**config.mk**
```make
export PLATFORM = sky130hd
export DESIGN_NAME = mem_arbiter
export DESIGN_NICKNAME = d
export VERILOG_FILES = /design/src/rtl/mem_arb_pkg.sv /design/src/rtl/rr_pick2.sv /design/src/rtl/mem_arbiter.sv
export SDC_FILE = /design/constraint.sdc
export NUM_CORES = 1
export LEC_CHECK = 0
export ABC_AREA = 1
export CORE_AREA = 10 10 253 255
export DETAILED_ROUTE_END_ITERATION = 6
export DIE_AREA = 0 0 263 265
export PLACE_DENSITY_LB_ADDON = 0.3
export SETUP_SLACK_MARGIN = 0.5
export SLEW_MARGIN = 20
export SYNTH_ARGS = -nofsm -noshare
export SYNTH_HDL_FRONTEND = slang
export SYNTH_SLANG_ARGS = --single-unit
```
**constraint.sdc**
```tcl
create_clock -name CLK -period 15.55 [get_ports CLK]
set_input_delay 3.11 -clock CLK [delete_from_list [all_inputs] [get_ports CLK]]
set_output_delay 3.11 -clock CLK [all_outputs]
set_load 0.02 [all_outputs]
```
**src/rtl/mem_arb_pkg.sv**
```systemverilog
// Shared definitions for the icache/dcache memory arbiter: FSM encoding,
// client identifiers and default bus widths.
package mem_arb_pkg;

  localparam int ADDR_W_DEF = 6;
  localparam int DATA_W_DEF = 128;

  localparam logic CLIENT_I = 1'b0;
  localparam logic CLIENT_D = 1'b1;

  typedef enum logic [2:0] {
    ST_IDLE    = 3'd0,
    ST_SERVE_I = 3'd1,
    ST_SERVE_D = 3'd2,
    ST_RESP_I  = 3'd3,
    ST_RESP_D  = 3'd4
  } state_e;

endpackage

```
**src/rtl/rr_pick2.sv**
```systemverilog
// Two-way round-robin selector: on a tie the client that did not win last
// time is chosen; with a single request that requester wins.
module rr_pick2
  import mem_arb_pkg::*;
(
  input  logic req_i,
  input  logic req_d,
  input  logic last_grant,
  output logic winner
);

  always_comb begin
    winner = CLIENT_I;
    if (req_i && req_d) begin
      winner = ~last_grant;
    end else if (req_d) begin
      winner = CLIENT_D;
    end
  end

endmodule

```
**src/rtl/mem_arbiter.sv**
```systemverilog
// Serialises icache and dcache block requests onto one busywait-style memory
// port, holding each granted request stable until memory completes.
module mem_arbiter
  import mem_arb_pkg::*;
#(
  parameter int ADDR_W = ADDR_W_DEF,
  parameter int DATA_W = DATA_W_DEF
) (
  input  logic              CLK,
  input  logic              RESET,
  input  logic              I_READ,
  input  logic [ADDR_W-1:0] I_ADDRESS,
  output logic [DATA_W-1:0] I_READDATA,
  output logic              I_BUSYWAIT,
  input  logic              D_READ,
  input  logic              D_WRITE,
  input  logic [ADDR_W-1:0] D_ADDRESS,
  input  logic [DATA_W-1:0] D_WRITEDATA,
  output logic [DATA_W-1:0] D_READDATA,
  output logic              D_BUSYWAIT,
  output logic              MEM_READ,
  output logic              MEM_WRITE,
  output logic [ADDR_W-1:0] MEM_ADDRESS,
  output logic [DATA_W-1:0] MEM_WRITEDATA,
  input  logic [DATA_W-1:0] MEM_READDATA,
  input  logic              MEM_BUSYWAIT
);

  state_e            state_q, state_d;
  logic              last_grant_q, last_grant_d;
  logic              seen_busy_q, seen_busy_d;
  logic              write_q, write_d;
  logic [ADDR_W-1:0] addr_q, addr_d;
  logic [DATA_W-1:0] wdata_q, wdata_d;
  logic [DATA_W-1:0] i_rdata_q, i_rdata_d;
  logic [DATA_W-1:0] d_rdata_q, d_rdata_d;

  logic req_i, req_d, winner, serving;

  assign req_i = I_READ;
  assign req_d = D_READ | D_WRITE;

  rr_pick2 u_pick (
    .req_i      (req_i),
    .req_d      (req_d),
    .last_grant (last_grant_q),
    .winner     (winner)
  );

  always_comb begin
    state_d      = state_q;
    last_grant_d = last_grant_q;
    seen_busy_d  = seen_busy_q;
    write_d      = write_q;
    addr_d       = addr_q;
    wdata_d      = wdata_q;
    i_rdata_d    = i_rdata_q;
    d_rdata_d    = d_rdata_q;
    case (state_q)
      ST_IDLE: begin
        seen_busy_d = 1'b0;
        if (req_i || req_d) begin
          // Only a genuine tie moves the round-robin pointer.
          if (req_i && req_d) last_grant_d = winner;
          if (winner == CLIENT_I) begin
            state_d = ST_SERVE_I;
            write_d = 1'b0;
            addr_d  = I_ADDRESS;
            wdata_d = '0;
          end else begin
            state_d = ST_SERVE_D;
            write_d = D_WRITE;
            addr_d  = D_ADDRESS;
            wdata_d = D_WRITE ? D_WRITEDATA : '0;
          end
        end
      end
      ST_SERVE_I, ST_SERVE_D: begin
        // Busy must be observed before its falling edge means completion.
        if (MEM_BUSYWAIT) begin
          seen_busy_d = 1'b1;
        end else if (seen_busy_q) begin
          seen_busy_d = 1'b0;
          if (state_q == ST_SERVE_I) begin
            state_d   = ST_RESP_I;
            i_rdata_d = MEM_READDATA;
          end else begin
            state_d = ST_RESP_D;
            if (!write_q) d_rdata_d = MEM_READDATA;
          end
        end
      end
      ST_RESP_I, ST_RESP_D: state_d = ST_IDLE;
      default:              state_d = ST_IDLE;
    endcase
  end

  always_ff @(posedge CLK or posedge RESET) begin
    if (RESET) begin
      state_q      <= ST_IDLE;
      last_grant_q <= CLIENT_D;
      seen_busy_q  <= 1'b0;
      write_q      <= 1'b0;
      addr_q       <= '0;
      wdata_q      <= '0;
      i_rdata_q    <= '0;
      d_rdata_q    <= '0;
    end else begin
      state_q      <= state_d;
      last_grant_q <= last_grant_d;
      seen_busy_q  <= seen_busy_d;
      write_q      <= write_d;
      addr_q       <= addr_d;
      wdata_q      <= wdata_d;
      i_rdata_q    <= i_rdata_d;
      d_rdata_q    <= d_rdata_d;
    end
  end

  assign serving       = (state_q == ST_SERVE_I) || (state_q == ST_SERVE_D);
  assign MEM_READ      = serving & ~write_q;
  assign MEM_WRITE     = serving & write_q;
  assign MEM_ADDRESS   = serving ? addr_q : '0;
  assign MEM_WRITEDATA = (serving && write_q) ? wdata_q : '0;

  assign I_READDATA = i_rdata_q;
  assign D_READDATA = d_rdata_q;
  assign I_BUSYWAIT = req_i & (state_q != ST_RESP_I);
  assign D_BUSYWAIT = req_d & (state_q != ST_RESP_D);

endmodule
```
# After elaboration in Yosys (flattened, before gate mapping)
# Cells that the tools add are included.
# word_totals
regBits,396
output_inout_bits,394
wordCells,52
# op_classes
n_eq_ne,7
muxes,16
n_bitwise,9
reduce_logical,12
# op_table
operator,n
2-to-1 mux 128 bit,3
2-to-1 mux 3 bit,4
2-to-1 mux 6 bit,2
"inequality test 2 bit, second input constant",3
one-hot mux 3 bit (2 select lines),1
AND reduction 3 bit,2
AND reduction 5 bit,1
AND 1 bit,4
2-to-1 mux 1 bit,4
inverter 1 bit,4
AND reduction 4 bit,1
"equality test 3 x 1 -> 1 bit, second input constant",1
"equality test 3 x 2 -> 1 bit, second input constant",1
logical NOT 3 bit,1
"inequality test 3 x 2 -> 1 bit, second input constant",1
"inequality test 3 bit, second input constant",1
logical AND 1 bit,2
logical OR 1 bit,2
2-to-1 mux 2 bit,1
one-hot mux 1 bit (2 select lines),1
AND reduction 2 bit,1
nonzero test 2 bit,1
OR reduction 2 bit,1
OR 1 bit,1

# Logic depth before layout (Yosys ltp)
# Gate-level depths: netlist of the first run.
# logic_depth
ltp_word,6
mapped_depth,8
depth_no_buf,7

# By module
# Synthesis of the first run repeated with hierarchy kept, for this count alone.
# hier_totals
hier_cells,1772
area_unflattened_um2,16065.4
# modules_own_cells
module,instances,cells_per_inst,area_each_um2,seq_area_each_um2
mem_arbiter,1,1770,16052.9,9910.8
rr_pick2,1,2,12.5,0.0

# Worst setup path before layout of the first run
# OpenSTA, ideal clock, no wires.
# synth_timing
path_kind,in2out
start,input port D_READ
end,output port D_BUSYWAIT
arrival_time_ns,3.521
required_ns,12.440
path_slack_ns,8.919
cell_stages,2
path_buffers,0
cell_sequence,nor2_1 > a31oi_1
# synth_between
elab_chain_len,2
# synth_lines
item,line,text
start: declaration,mem_arbiter.sv:15,"input logic D_READ,"
OR 1 bit,mem_arbiter.sv:41,assign req_d = D_READ | D_WRITE;
AND 1 bit,mem_arbiter.sv:129,assign D_BUSYWAIT = req_d & (state_q != ST_RESP_D);
end: declaration,mem_arbiter.sv:20,"output logic D_BUSYWAIT,"
# Every way passes these cells.

# Final worst setup path of the first run
# layout_timing
start,input port I_READ
end,output port I_BUSYWAIT
# layout_between
elab_chain_len,1
# layout_lines
item,line,text
start: declaration,mem_arbiter.sv:11,"input logic I_READ,"
AND 1 bit,mem_arbiter.sv:128,assign I_BUSYWAIT = req_i & (state_q != ST_RESP_I);
end: declaration,mem_arbiter.sv:14,"output logic I_BUSYWAIT,"
# Every way passes these cells.

==> results of run 1 <==
## layout make-up
cell class / instances / area [µm²]
multi-input cells: 965 / 4670
fillers: 5798 / 33900
flip-flops and latches: 396 / 9910
clock buffers: 65 / 1310
inverters: 281 / 1060
diodes: 4 / 10.0
well taps: 773 / 967
clock inverters: 17 / 210
repair buffers: 680 / 6800
## critical path: stages
cell,delay (ps)
clkdlybuf4s50_1,570
inv_1,70
a31oi_1,220
clkdlybuf4s50_1,680
## routing by layer
metal  part of all wire  vias to the layer above
met3               0.11                      105
li1                   -                     6871
met1               0.38                     6912
met4              0.032                       10
met2               0.48                      554
met5             0.0011                        -
## kinds of logic (layout without fill, tap and decap cells)
group                  after synthesis  in the layout  synth area share
flip-flops                         396            396             0.605
buffers and inverters              409           1043             0.113
AND/OR/NAND/NOR                    570            570             0.152
AO/OA/AOI/OAI                      395            395             0.130
other                                0              4                 0
## sequential cells by signal, summed over array words and instances, names as in the netlist
signal / count
D_READDATA: 128
I_READDATA: 128
addr_q: 6
last_grant_q: 1
seen_busy_q: 1
state_q: 3
wdata_q: 128
write_q: 1
## report_power, final
group	internal (W)	leakage, nW	switching (W)
Sequential	0.00151	5.12	0.000220
Clock	0.000655	0.752	0.000436
Combinational	0.000890	5.26	0.00128
Total	0.00305	11.1	0.00194
## cells in the mapped netlist
| cell | count |
|---|---|
| inv_2 | 2 |
| clkbuf_1 | 38 |
| or2_1 | 1 |
| o21ai_0 | 255 |
| nand4_1 | 130 |
| nor2_2 | 2 |
| nor2_4 | 1 |
| clkbuf_2 | 11 |
| buf_4 | 4 |
| nand2_1 | 290 |
| buf_2 | 45 |
| dfrtp_1 | 395 |
| clkinv_1 | 1 |
| dfstp_2 | 1 |
| buf_6 | 30 |
| o21ai_1 | 93 |
| o21ai_2 | 38 |
| nand2_2 | 1 |
| nor2_1 | 138 |
| nand3_1 | 6 |
| inv_1 | 278 |
| o22ai_1 | 1 |
| o211ai_1 | 6 |
| nand3_2 | 1 |
| a31oi_1 | 2 |
## through the flow
| stage | utilization | hold slack (ps) | power, W |
|---|---|---|---|
| after floorplan | - | 449 | 0.00285 |
| after global placement | 0.398 | 465 | 0.00388 |
| after detailed placement | 0.398 | 466 | 0.00393 |
| after CTS | 0.423 | 481 | 0.00505 |
| after global routing | 0.424 | 498 | 0.00531 |
| final | 0.424 | 476 | 0.00499 |
## layout by cell type, fill, tap and decap left out
| master | synthesis | routed |
|---|---|---|
| inv_2 | 2 | 2 |
| a31oi_1 | 2 | 2 |
| clkinvlp_4 | 0 | 1 |
| o22ai_1 | 1 | 1 |
| nand2_1 | 290 | 289 |
| inv_1 | 278 | 277 |
| o21ai_1 | 93 | 93 |
| clkbuf_8 | 0 | 7 |
| clkinv_8 | 0 | 2 |
| nor2_1 | 138 | 137 |
| nor2_4 | 1 | 3 |
| nand4_1 | 130 | 130 |
| dfstp_2 | 1 | 1 |
| clkinv_1 | 1 | 1 |
| buf_16 | 0 | 1 |
| clkbuf_1 | 38 | 11 |
| diode_2 | 0 | 4 |
| buf_4 | 4 | 11 |
| o21ai_0 | 255 | 255 |
| nand2_8 | 0 | 1 |
| nand3_1 | 6 | 6 |
| buf_6 | 30 | 2 |
| or2_4 | 0 | 1 |
| inv_8 | 0 | 1 |
| dfrtp_1 | 395 | 395 |
| nand3_2 | 1 | 1 |
| nand2_4 | 0 | 1 |
| clkdlybuf4s50_1 | 0 | 666 |
| o211ai_1 | 6 | 6 |
| nor2_2 | 2 | 1 |
| bufinv_16 | 0 | 4 |
| clkbuf_16 | 0 | 47 |
| clkinv_2 | 0 | 10 |
| o21ai_2 | 38 | 38 |
## final timing paths
path | cells past startpoint | slack, ps | end
min | 2 | 480 | I_READDATA[97]
max reg2reg | 7 | 12180 | I_READDATA[105]
min in group asynchronous | 2 | 3090 | wdata_q[76]
max in group asynchronous | 4 | 10090 | D_READDATA[38]
min reg2reg | 2 | 480 | I_READDATA[97]
max | 4 | 7790 | I_BUSYWAIT
==> impl_metrics.tcl, run 1 <==
set metrics [dict create \
    relSlewSlack 0.290 \
    ys_ff_latch 396 \
    fp.dieW_um 263 \
    root_buffer "clkbuf_16" \
    vias 14500 \
    leakagePower_nw 11.1 \
    place_ws_ps 7800 \
    fp.dieArea_mm2 0.0697 \
    ir_drop_uv 185 \
    synthTopCellsByArea "dfrtp_1 60%, o21ai_0 7.8%, nand2_1 6.6%" \
    end_kind "output port" \
    stdcell_count 3181 \
    htree_levels 2 \
    holdCritStartpoint "I_READDATA[97]" \
    synth_top_area_share 0.603 \
    final_nets 2644 \
    grt_max_degree 152 \
    yosysTopAreaCell "dfrtp_1" \
    cts_sinks 396 \
    hold_buffers 0 \
    syn_area_mm2 0.0164 \
    drc_errors 0 \
    ant_nets 0 \
    start_kind "primary input" \
    r2r-start "state_q[2]" \
    num_rows 89 \
    worstSetupStartpoint "I_READ" \
    grt_pass1_wl_um 92900 \
    dp.cells 3094 \
    grtUsageTotal 0.167 \
    drv_cap 0 \
    drive_gt1_frac 0.0562 \
    syn_inst 1770 \
    cts_made_buffers 46 \
    worst_slew_pin_slew_ps 1070 \
    cp.required_ps 12440 \
    outcome "finished, final reports clean" \
    finalSetupViolations 0 \
    fin_tns_setup_ps 0 \
    yosys_warnings 0 \
    fin_crit_sh 0.499 \
    top_usage_layer "met2" \
    cts_tree "yes" \
    grt_overflow 0 \
    die_h_um 265 \
    firstDrtPassIters 5 \
    critPathKind "primary input to output port" \
    crit_fanout 4 \
    wl_per_cell_um 19.1 \
    slew_violations 0 \
    path_clk_slew_ps 60 \
    fmax_ghz 0.129 \
    ios 668 \
    core_mm2 0.0588 \
    crit_arrival_ps 4650 \
    clk_latency_ps 560 \
    gp_congestion 0.837 \
    synthesis.nets 2044 \
    vias_per_cell 4.54 \
    dp_hpwl_um 44300 \
    ys_seq_area_frac 0.605 \
    period_minus_slack_ps 7760 \
    antenna_found_initial 8 \
    detailed_place.area_mm2 0.0234 \
    syn_to_final_growth_pct 52.2 \
    syn_avg_cell_area_um2 9.26 \
    synth_cell_types 25 \
    cts-resized-gates 0 \
    clk_path_buf_depth 3 \
    finalHoldViolCount 0 \
    wirelength_um 60600 \
    timing.final.ws_setup_ps 7790 \
    port-buffer-count 667 \
    initial_core_util 0.279 \
    final_cell_area_mm2 0.0249 \
    skew_ps 10.9 \
    grtUsageMet1 0.186 \
    drtIter0Drc 1003 \
    power_density_mw_per_mm2 200 \
    hold_path.class "register to register" \
    rsz0062_at_grt "false" \
    use_met3 0.0769 \
    grt_pass1_vias 15000 \
    cts_setup_buffers 0 \
    grtUsageMet2 0.279 \
]
No activity file was read; power rests on OpenSTA's default activity.
==> run 2: changes to the inputs <==
clock period = 7.6 ns   (was 15.55 ns; I/O delays follow)
==> run 2 against run 1 <==
Worst hold slack gained 2.2 ps. Global-route usage is 0.29 points lower. Clock skew rose by 1.2 ps. Sequential power increased by 100%. Clock power increased by 98%. Non-clock buffer count fell by 1. Combinational power is 100% higher. Largest power group unchanged.
==> impl_metrics.tcl, run 2 (same netlist as run 1, synthesis figures left out) <==
set metrics [dict create \
    core_mm2 0.0588 \
    cts_setup_buffers 0 \
    final_nets 2642 \
    p_seq_frac 0.348 \
    ant_nets 0 \
    rsz0062_at_grt "false" \
    hold_buffers 0 \
    top_usage_layer "met2" \
    fp.dieW_um 263 \
    hold_path.class "register to register" \
    skew_ps 12.1 \
    ir_drop_uv 235 \
    cp.required_ps 6080 \
    grt_overflow 0 \
    root_buffer "clkbuf_16" \
    fin_tns_setup_ps 0 \
    crit_fanout 93 \
    vias_per_cell 4.50 \
    antenna_found_initial 11 \
    cts_made_buffers 45 \
    cts_sinks 396 \
    gp_congestion 0.802 \
    power_density_mw_per_mm2 406 \
    syn_to_final_growth_pct 51.9 \
    clk_latency_ps 550 \
    finalSetupViolations 0 \
    dp_hpwl_um 43500 \
    final_cell_area_mm2 0.0249 \
    grtUsageTotal 0.164 \
    swShare 0.388 \
    cts_tree "yes" \
    htree_levels 2 \
    wirelength_um 59300 \
    fp.dieArea_mm2 0.0697 \
    detailed_place.area_mm2 0.0234 \
    start_kind "register" \
    critPathKind "register to output port" \
    grtUsageMet2 0.271 \
    drv_cap 0 \
    grt_pass1_wl_um 91800 \
    clk_path_buf_depth 3 \
    crit_arrival_ps 3350 \
    final_cell_mix "666 x clkdlybuf4s50_1, 395 x dfrtp_1, 289 x nand2_1" \
    path_clk_slew_ps 60 \
    grt_pass1_vias 14800 \
    relSlewSlack 0.315 \
    slew_violations 0 \
    num_rows 89 \
    leakagePower_nw 11.1 \
    intPower_w 0.00618 \
    drtIter0Drc 1276 \
    drc_errors 0 \
    worst_slew_pin_slew_ps 1030 \
    vias 14300 \
    initial_core_util 0.279 \
    end_kind "output port" \
    mostFrequentLayoutCell "clkdlybuf4s50_1" \
    period_minus_slack_ps 4870 \
    drive_gt1_frac 0.0550 \
    outcome "finished, final reports clean" \
    use_met3 0.0769 \
    p_switching_w 0.00392 \
    clock_power_share 0.214 \
    cts-resized-gates 0 \
    grtUsageMet1 0.188 \
    grt_max_degree 181 \
    firstDrtPassIters 5 \
    finalHoldViolCount 0 \
    wl_per_cell_um 18.7 \
    ios 668 \
    port-buffer-count 667 \
    fin_crit_sh 0.641 \
    die_h_um 265 \
    p_comb_frac 0.438 \
    fmax_ghz 0.205 \
]
-- run 2: cell count changes in the layout (fill, tap and decap cells not counted), moves of 2 or more --
cell,delta
diode_2,+4
clkinv_2,-3
clkbuf_1,-3
buf_12,+3
buf_6,-2
clkbuf_8,+2
-- run 2: metrics by stage --
step           power, W  instances  hold WS, ps   util  setup WS [ps]
2_1_floorplan   0.00584       1770          449      -            751
6_report         0.0101       3179          478  0.423           2730
3_5_place_dp    0.00804       3094          467  0.398           2950
3_3_place_gp    0.00795       3094          464  0.398           2980
5_1_grt          0.0108       3174          506  0.423           2490
4_1_cts          0.0103       3171          481  0.423           2710
-- run 2: area by class of cell --
cell class | count | area (µm²)
Clock inverter | 14 | 166
Tap cell | 773 | 967
Inverter | 281 | 1060
Fill cell | 5742 | 33900
Multi-Input combinational cell | 965 | 4670
Sequential cell | 396 | 9910
Antenna cell | 8 | 20.0
Clock buffer | 63 | 1310
Timing Repair Buffer | 679 | 6800
-- run 2: routing by layer --
metal  wire, µm  vias to the layer above  share of wire
li1           -                     6882              -
met1      22700                     6787           0.38
met2      28600                      548           0.48
met3       6460                       90           0.11
met4       1460                        6          0.025
met5         41                        -        0.00069
-- run 2: path summary, 6_finish.rpt --
kind	startpoint	endpoint	slack (ps)	cells after the start
setup / recovery	state_q[0]	MEM_WRITEDATA[73]	2730	7
min in group asynchronous	RESET	I_READDATA[18]	1500	2
hold reg to reg	I_READDATA[111]	I_READDATA[111]	480	2
hold / removal	I_READDATA[111]	I_READDATA[111]	480	2
setup reg to reg	state_q[0]	addr_q[4]	4780	7
max in group asynchronous	RESET	D_READDATA[106]	4640	3
-- run 2: power by group through the flow --
stage | sequential (W) | clock [W] | combinational, W
3_5_place_dp | 0.00354 | 0 | 0.00450
3_3_place_gp | 0.00351 | 0 | 0.00444
4_1_cts | 0.00352 | 0.00223 | 0.00451
6_report | 0.00351 | 0.00216 | 0.00443
5_1_grt | 0.00363 | 0.00232 | 0.00483
2_1_floorplan | 0.00423 | 0 | 0.00161
-- run 2: worst max-delay path, cell delays in order (launching register included) --
cell and delay [ps]:
dfrtp_1 410, inv_1 130, nand3_1 120, nand2_1 130, nand2_4 350, buf_4 790
nor2_1 140, clkdlybuf4s50_1 590
==> run 3: changes to the inputs <==
CORE_AREA = 10 10 249 251   (was 10 10 253 255)
DIE_AREA = 0 0 259 261   (was 0 0 263 265)
clock period = 4.1 ns   (was 7.6 ns; I/O delays follow)
==> run 3 against run 2 <==
Cell count rose by 0.25%. Sequential share of layout area fell by 0.57 points. Global-route usage up 0.69 points. Power increased by 87%. Non-clock buffer count grew 21. Largest power group unchanged.
==> impl_metrics.tcl, run 3 (same netlist as run 1, synthesis figures left out) <==
set metrics [dict create \
    outcome "finished, final reports clean" \
    end_kind "output port" \
    leakagePower_nw 12.2 \
    grt_overflow 0 \
    grt_max_degree 95 \
    hold_path.class "register to register" \
    max_stage_delay_ps 630 \
    fin_util 0.442 \
    vias_per_cell 4.51 \
    cts_setup_buffers 0 \
    port-buffer-count 667 \
    critical-path-top-delay-family "buffers and inverters" \
    dp_hpwl_um 46100 \
    wl_per_cell_um 19.1 \
    skew_ps 16.2 \
    syn_to_final_growth_pct 54.1 \
    drc_errors 0 \
    root_buffer "clkbuf_16" \
    fillCellCount 5431 \
    path_clk_slew_ps 50 \
    worst_slew_pin_slew_ps 1000 \
    drive_gt1_frac 0.0616 \
    place_ws_ps 951 \
    reg2reg_depth 6 \
    endpoint "MEM_WRITEDATA[35]" \
    ir_drop_uv 363 \
    cts_made_buffers 45 \
    power_density_mw_per_mm2 748 \
    crit_slowest_cell "clkdlybuf4s50_1" \
    timing.final.ws_setup_ps 604 \
    antenna_found_initial 5 \
    num_rows 88 \
    finalHoldViolCount 0 \
    fin_crit_sh 0.853 \
    relSlewSlack 0.331 \
    htree_levels 2 \
    drtIter0Drc 990 \
    ios 668 \
    hold_buffers 0 \
    r2r-start "state_q[0]" \
    final-seq-area_mm2 0.00991 \
    r2r_slack_ps 1840 \
    die_h_um 261 \
    worstSetupStartpoint "state_q[0]" \
    dp.cells 3107 \
    firstDrtPassIters 5 \
    timing.hold.ws_ps 477 \
    grt_pass1_vias 14800 \
    grtUsageMet1 0.196 \
    rsz0062_at_grt "true" \
    mostFrequentLayoutCell "clkdlybuf4s50_1" \
    holdCritStartpoint "I_READDATA[102]" \
    crit_arrival_ps 2680 \
    cts_sinks 396 \
    cp_num_buf_inv 3 \
    clk_path_buf_depth 3 \
    final_cell_mix "610 x clkdlybuf4s50_1, 395 x dfrtp_1, 288 x nand2_1" \
    top_usage_layer "met2" \
    wirelength_um 61000 \
    grtUsageTotal 0.171 \
    multi_input_area_mm2 0.00470 \
    cp.required_ps 3280 \
    fmax_ghz 0.286 \
    crit_fanout 59 \
    stdcell_count 3187 \
    cp_cell_sequence "inv_1 > nand3_1 > nand2_4 > nand2_8 > buf_12 > nor2_1 > clkdlybuf4s50_1" \
    drv_cap 0 \
    vias 14400 \
    grt_pass1_wl_um 90900 \
    ant_nets 0 \
    grtUsageMet2 0.296 \
    period_minus_slack_ps 3500 \
    fp.dieArea_mm2 0.0676 \
    finalSetupViolations 0 \
    fp.dieW_um 259 \
    p_total_w 0.0189 \
    use_met3 0.0662 \
    critPathKind "register to output port" \
    crit_cells 7 \
    slew_violations 0 \
    initial_core_util 0.287 \
    cts_tree "yes" \
    final_nets 2664 \
    core_mm2 0.0571 \
    r2r_end "wdata_q[92]" \
    start_kind "register" \
    gp_congestion 0.897 \
    clk_latency_ps 560 \
]
run 3: cell count changes in the layout (fill, tap and decap cells not counted), sizes merged, moves of 3 or more:
cell,before,now
buf,13,34
dlymetal6s2s,0,53
clkbuf,63,70
diode,8,2
clkdlybuf4s50,666,610
clkinv,10,3
dlygate4sd2,0,3
run 3: layer usage:
metal | wire length [µm] | vias up | part of all wire
li1 | - | 6916 | -
met1 | 23500 | 6801 | 0.39
met2 | 30000 | 595 | 0.49
met3 | 6250 | 68 | 0.10
met4 | 1170 | 6 | 0.019
met5 | 37 | - | 0.00061
run 3: where the power goes:
part	leakage, nW	internal (W)	switching [W]
Clock	0.695	0.00234	0.00158
Sequential	5.12	0.00570	0.000833
Combinational	6.40	0.00345	0.00498
run 3: timing repair:
action / in CTS / in global routing
gates cloned: 1 / 0
gates resized for setup: 5 / 55
setup endpoints to repair: 89 / 93
endpoints found under the hold margin: 0 / 0
pin swaps: 1 / 0
run 3: tightest hold or removal path, cell delays in order, from the launching register on:
cell	delay (ps)
dfrtp_1	330
nand2_1	60
o21ai_2	50
run 3: how the worst min path moves through the flow:
stage,depth (start not counted),endpoint,slack (ps)
4_1_cts,2,I_READDATA[102],480
6_report,2,I_READDATA[102],480
3_5_place_dp,2,I_READDATA[74],470
5_1_grt,2,I_READDATA[102],500
3_3_place_gp,2,I_READDATA[39],460
2_1_floorplan,2,addr_q[0],450
run 3: cell type report:
| type | instances | area share |
|---|---|---|
| antenna | 2 | 0.000198 |
| clock buffer | 70 | 0.0527 |
| clock inverter | 7 | 0.00376 |
| inverter | 281 | 0.0419 |
| multi-input combinational | 966 | 0.186 |
| sequential | 396 | 0.392 |
| tap | 765 | 0.0379 |
| timing repair buffer | 700 | 0.285 |
run 3: per-stage QoR:
stage	setup TNS [ps]	instance area, µm²
floorplan	-809940	16400
global placement	0	23700
detailed placement	0	23700
CTS	0	25100
global route	0	25300
finish	0	25300
